`src/rtl/digit_overlay_pkg.sv`:
```
// Shared types and default sizing for the on-screen digit overlay mux.
// Blink support is compiled in only when BLINK_ON_CHANGE_EN is defined.
package digit_overlay_pkg;

  localparam int COORD_W          = 11;
  localparam int DIGIT_W          = 4;
  localparam int DEF_CH           = 4;
  localparam int DEF_BLINK_FRAMES = 32;
  localparam int DEF_BLINK_HALF   = 4;
  localparam int CNT_W            = 8;

  typedef logic [COORD_W-1:0] coord_t;
  typedef logic [DIGIT_W-1:0] digit_t;

endpackage

```
`src/rtl/digit_overlay_mux_blink_tracker.sv`:
```
// Per-channel change detector and blink frame countdown.
// Only built when BLINK_ON_CHANGE_EN is defined.
`ifdef BLINK_ON_CHANGE_EN
module blink_tracker
  import digit_overlay_pkg::*;
#(
  parameter int NW           = DIGIT_W,
  parameter int BLINK_FRAMES = DEF_BLINK_FRAMES
) (
  input  logic          clk,
  input  logic          resetN,
  input  logic          primed,
  input  logic          sof,
  input  logic [NW-1:0] num,
  output logic          blinking
);

  logic [CNT_W-1:0] cnt;
  logic [NW-1:0]    num_prev;

  // A reload beats a same-cycle frame decrement.
  always_ff @(posedge clk) begin
    num_prev <= num;
    if (!resetN)
      cnt <= '0;
    else if (primed && (num != num_prev))
      cnt <= CNT_W'(BLINK_FRAMES);
    else if (sof && (cnt != '0))
      cnt <= cnt - 1'b1;
  end

  assign blinking = (cnt != '0);

endmodule
`endif

```
`src/rtl/digit_overlay_mux.sv`:
```
// Registered fixed-priority mux of digit sprite requests.
// BLINK_ON_CHANGE_EN adds blink-after-change masking per channel.
module digit_overlay_mux
  import digit_overlay_pkg::*;
#(
  parameter int CH           = DEF_CH,
  parameter int XW           = COORD_W,
  parameter int NW           = DIGIT_W,
  parameter int BLINK_FRAMES = DEF_BLINK_FRAMES,
  parameter int BLINK_HALF   = DEF_BLINK_HALF,
  localparam int SW          = $clog2(CH)
) (
  input  logic             clk,
  input  logic             resetN,
  input  logic             startOfFrame,
  input  logic [CH-1:0]    seq_i,
  input  logic [CH*XW-1:0] x_i,
  input  logic [CH*XW-1:0] y_i,
  input  logic [CH*NW-1:0] num_i,
  output logic             seq_o,
  output logic [XW-1:0]    x_o,
  output logic [XW-1:0]    y_o,
  output logic [NW-1:0]    num_o,
  output logic [SW-1:0]    sel_o
);

  logic [CH-1:0] mask;
  logic [CH-1:0] eligible;
  logic          hit;
  logic [SW-1:0] idx;

`ifdef BLINK_ON_CHANGE_EN
  localparam int FW = $clog2(BLINK_HALF) + 1;

  logic [FW-1:0] fcnt;
  logic          primed;
  logic [CH-1:0] blinking;

  always_ff @(posedge clk) begin
    if (!resetN) begin
      fcnt   <= '0;
      primed <= 1'b0;
    end else begin
      primed <= 1'b1;
      if (startOfFrame)
        fcnt <= fcnt + 1'b1;
    end
  end

  for (genvar k = 0; k < CH; k++) begin : g_trk
    blink_tracker #(
      .NW          (NW),
      .BLINK_FRAMES(BLINK_FRAMES)
    ) u_trk (
      .clk     (clk),
      .resetN  (resetN),
      .primed  (primed),
      .sof     (startOfFrame),
      .num     (num_i[k*NW +: NW]),
      .blinking(blinking[k])
    );
  end

  // Counter MSB is the hidden half of the blink period.
  assign mask = blinking & {CH{fcnt[FW-1]}};
`else
  logic unused_sof;
  assign unused_sof = startOfFrame;
  assign mask       = '0;
`endif

  assign eligible = seq_i & ~mask;

  always_comb begin
    hit = 1'b0;
    idx = '0;
    for (int k = CH - 1; k >= 0; k--) begin
      if (eligible[k]) begin
        hit = 1'b1;
        idx = SW'(k);
      end
    end
  end

  always_ff @(posedge clk) begin
    if (!resetN) begin
      seq_o <= 1'b0;
      x_o   <= '0;
      y_o   <= '0;
      num_o <= '0;
      sel_o <= '0;
    end else begin
      seq_o <= hit;
      x_o   <= hit ? x_i[idx*XW +: XW] : '0;
      y_o   <= hit ? y_i[idx*XW +: XW] : '0;
      num_o <= hit ? num_i[idx*NW +: NW] : '0;
      sel_o <= hit ? idx : '0;
    end
  end

endmodule
```
`config.mk`:
```
export PLATFORM = sky130hd
export DESIGN_NAME = digit_overlay_mux
export DESIGN_NICKNAME = d
export VERILOG_FILES = /design/src/rtl/digit_overlay_pkg.sv /design/src/rtl/digit_overlay_mux_blink_tracker.sv /design/src/rtl/digit_overlay_mux.sv
export SDC_FILE = /design/constraint.sdc
export NUM_CORES = 1
export LEC_CHECK = 0
export ABC_CLOCK_PERIOD_IN_PS = 1000
export BUFFER_PORTS_ARGS = -buffer_cell sky130_fd_sc_hd__buf_2
export CORE_MARGIN = 5
export CORE_UTILIZATION = 30
export DETAILED_ROUTE_END_ITERATION = 16
export GPL_TIMING_DRIVEN = 0
export HOLD_SLACK_MARGIN = 0.12
export PLACE_DENSITY = 0.69
export SETUP_SLACK_MARGIN = 0.05
export SYNTH_ARGS = -nofsm -noshare
export SYNTH_HDL_FRONTEND = slang
export SYNTH_SLANG_ARGS = --single-unit
```
`constraint.sdc`:
```
create_clock -name clk -period 1 [get_ports clk]
set_input_delay 0.2 -clock clk [delete_from_list [all_inputs] [get_ports clk]]
set_output_delay 0.2 -clock clk [all_outputs]
set_load 0.02 [all_outputs]
```
# After elaboration in Yosys (flattened, before gate mapping)
# Index checks and enable logic that the tools add are counted.
[word_totals] reg_bits=29 inputBits=111 output_inout_bits=29
[classes] multipliers=1 shift=3 n_mux=8 reduce_logical=1
[ops] op="variable part select 44 x 7 -> 11 bit" n=2
[ops] op="variable part select 16 x 5 -> 4 bit" n=1
[ops] op="2-to-1 mux 2 bit" n=4
[ops] op="multiplier 2 x 4 -> 6 bit, second input constant" n=1
[ops] op="2-to-1 mux 1 bit" n=4
[ops] op="AND reduction 2 bit" n=1

# Longest topological paths before layout
[depth] ltp_word=6 mapped_depth=6 mapped_depth_nobuf=3

# Least setup slack after synthesis
# Ideal clock, no wire load.
[synth_timing] kind="input -> register" startpoint="input port seq_i[0]" endpoint="register num_o[0]" setup_ps=134 t_arrival_ps=828 setup_slack_ps=39 cell_stages=5 n_path_buf=2 cell_sequence="and2b_1 > buf_6 > buf_6 > a22oi_1 > o22ai_1"
[synth_via] elab_chain_cells=2
[synth_rtl] item="start, declared" line_no="digit_overlay_mux.sv:16" source="input logic [CH-1:0] seq_i,"
[synth_rtl] item="2-to-1 mux 2 bit or 2-to-1 mux 1 bit (tied branches)" line_no="digit_overlay_mux.sv:78" source="if (eligible[k]) begin"
[synth_rtl] item="variable part select 16 x 5 -> 4 bit or AND reduction 2 bit (tied branches)"
[synth_rtl] item="end signal, assigned" line_no="digit_overlay_mux.sv:96" source="num_o <= hit ? num_i[idx*NW +: NW] : '0;"
[synth_rtl] item="end, declared" line_no="digit_overlay_mux.sv:23" source="output logic [NW-1:0] num_o,"
# Several ways; a longest one is shown, not always the timed one.
# A chain may end at the register's enable or synchronous reset.

# Worst setup path after layout
[layout_timing] startpoint="register x_o[8]" endpoint="output port x_o[8]"
[layout_rtl] item="start, declared" line_no="digit_overlay_mux.sv:21" source="output logic [XW-1:0] x_o,"
[layout_rtl] item="start signal, assigned" line_no="digit_overlay_mux.sv:94" source="x_o <= hit ? x_i[idx*XW +: XW] : '0;"
# No word-level cell between the ends.

==> results.json <==
{
  "antenna_cell_count": 0,
  "slew_viol_final": 0,
  "grt_antenna_before_repair": 0,
  "cap_viol_max_count": 0,
  "clockBufferDepth": 2,
  "floorplan.rows": 25,
  "standard_cell_core_area_sq_um": 4630,
  "max_slew_margin_pct": 81.2,
  "irDropWorstVdd_v": 0.000517,
  "post_synth_instance_area_sq_um": 1410,
  "yosys_register_bits": 29,
  "post_synth_and_or_nand_nor_area_fraction_pct": 4.80,
  "detailedPlacementHpwl_um": 3980,
  "final-hold-violation-count": 0,
  "cp_cell_sequence": "buf_2",
  "pin_count": 140,
  "finalWorstPathRequiredPeriod_ps": 925,
  "final_net_count": 390,
  "setup_repair_after_global_routing_missed_its_margin": "true",
  "async_flop_share_pct": 0,
  "synth_largest_area_cell": "dfxtp_1",
  "htreeDepth": 2,
  "initial_core_util_pct": 30.4,
  "drt.antenna.violating_nets": 0,
  "critical_path.max_stage_delay_ps": 300,
  "wl_per_cell_um": 15.6,
  "die_y_um": 78.5,
  "final_min_period_over_clock_period_pct": 92.5,
  "port-buffer-count": 137,
  "drive_gt1_share_pct": 68.6,
  "cts-root-buf": "clkbuf_8",
  "p_per_area_nw_per_um2": 1290,
  "synth_edf_count": 0,
  "timing.critical_path.fanout_max": 1,
  "fmaxAchievable_mhz": 1080,
  "share_of_the_synthesized_area_in_compound_gates_ao_oa_aoi_oai_pct": 43.5,
  "synth.yosys.seq_area_share_pct": 41.2,
  "synthesis_warnings": 0,
  "design.die.area_sq_um": 6170,
  "finish.utilization_pct": 52.6,
  "track_usage_pct": 16.0,
  "worstHoldPathType": "input pin to register",
  "hold_buf_count_cts": 0,
  "synth_xor_xnor_area_share_pct": 0,
  "critical_path_depth": 1,
  "post_synth_main_area_contributors": "dfxtp_1, a22oi_1, o22ai_1",
  "ys_dominant_reg_cell": "dfxtp_1",
  "gr-total-overflow": 0,
  "post_route_cell_area_sq_um": 2430,
  "crit_family": "flip-flops",
  "post_synth.cell_area_avg_sq_um": 10.6,
  "share_of_the_synthesized_area_in_the_top_cell_type_pct": 41.2,
  "via_per_inst": 5.10,
  "syn-instance-count": 133,
  "totalWireLength_um": 5210,
  "postSynthNetCount": 244,
  "timing.final.setup_violations": 0,
  "synth.distinct_cells": 17,
  "startpoint_type": "register",
  "totalNegativeSetupSlack_ps": 0,
  "setup.worst_path.end_class": "output port",
  "first_global_vias": 1712,
  "muxShareOfSynthArea_pct": 0,
  "arrival_ps": 730,
  "run_status": "completed",
  "tritoncts.num_buffers": 5,
  "whs_path_depth": 3,
  "critical_path.slowest_cell": "dfxtp_1",
  "crit_buf_inv": 1,
  "grt_pass1_wl_um": 7910,
  "pin_count_of_the_biggest_net_entering_global_routing": 11,
  "worstPathRequired_ps": 800,
  "criticalPathCategory": "register to output port",
  "static-leakage-power_uw": 0.00118,
  "clkSlewWorstSetupHoldPaths_ps": 60,
  "worst_pin_slew_ps": 281,
  "route.detailed.drc": 0,
  "tritoncts_clock_tree": "yes",
  "yosys.area_share.adder_pct": 0,
  "clock_sinks": 29,
  "combinational_family_with_the_most_area_after_synthesis": "compound AO/OA/AOI/OAI gates",
  "placement.cell_area_sq_um": 2160,
  "area_growth_from_synthesis_to_final_layout_pct": 72.7,
  "drt_first_pass_iters": 4,
  "routed-via-count": 1702,
  "chipWidth_um": 78.5,
  "place_congestion": 0.714,
  "initialDrtViolationCount": 62
}
-- flip-flops by register name (all words and copies together), names as in the netlist --
register  count
x_o          11
y_o          11
num_o         4
sel_o         2
seq_o         1
-- cell usage after synthesis (2+ instances only) --
master / count
o22ai_1: 26
a22oi_1: 41
buf_6: 10
inv_2: 2
a22oi_2: 11
buf_2: 4
dfxtp_1: 29
-- final cells by class --
type                    instances  area, sq um
plain buffers                  16          143
clock buffers                   7         96.3
clock inverters                 1         5.00
fillers                       449         2200
inverters                       2         7.51
multi-input cells              86          691
flip-flops and latches         29          593
well taps                      54         67.6
repair buffers                139          831
-- kinds of logic (layout without fill, tap and decap cells) --
group,after synthesis,in the layout
flops,29,29
buf+inv,18,165
simple gates,7,7
compound gates,79,79
-- layout by cell type (no fill, tap or decap), drive strengths merged --
cell / netlist / routed
nor3: 1 / 1
and2b: 1 / 1
clkbuf: 1 / 9
nor2b: 1 / 1
buf: 15 / 153
nor2: 3 / 3
a22oi: 52 / 52
dfxtp: 29 / 29
clkinv: 0 / 1
a21oi: 1 / 1
nand3b: 1 / 1
o22ai: 26 / 26
inv: 2 / 2
-- power by group --
part / internal [uW] / total, uW / switching, uW
Sequential: 1240 / 1270 / 28.1
Combinational: 450 / 847 / 397
Clock: 620 / 1030 / 410
-- metrics by stage --
stage	hold slack (ps)	setup WS, ps	power (uW)	instances
2_1_floorplan	349	38.7	1690	133
3_3_place_gp	465	-208	2040	324
3_5_place_dp	478	-207	2050	324
4_1_cts	192	50.2	3120	332
5_1_grt	203	47.3	3320	334
6_report	195	74.8	3150	334
-- worst paths after layout --
kind                  slack (ps)                 to              start
worst max-delay path          70             x_o[8]  x_o[8]$_SDFF_PN0_
worst min-delay path         190  y_o[2]$_SDFF_PN0_            y_i[13]
-- layer usage --
layer,track usage [%],vias up,wire length (um)
li1,-,835,-
met1,18.0,783,1980
met2,28.7,80,2740
met3,4.70,4,462
met4,5.24,0,32
met5,0,-,0
-- timing repair --
| action | CTS | global route |
|---|---|---|
| pin swaps | 0 | 1 |
| setup endpoints to repair | 7 | 47 |
| resized for setup | 7 | 52 |
| hold endpoints to repair | 0 | 0 |
| setup buffers | 0 | 2 |
(Power assumes the default switching activity.)
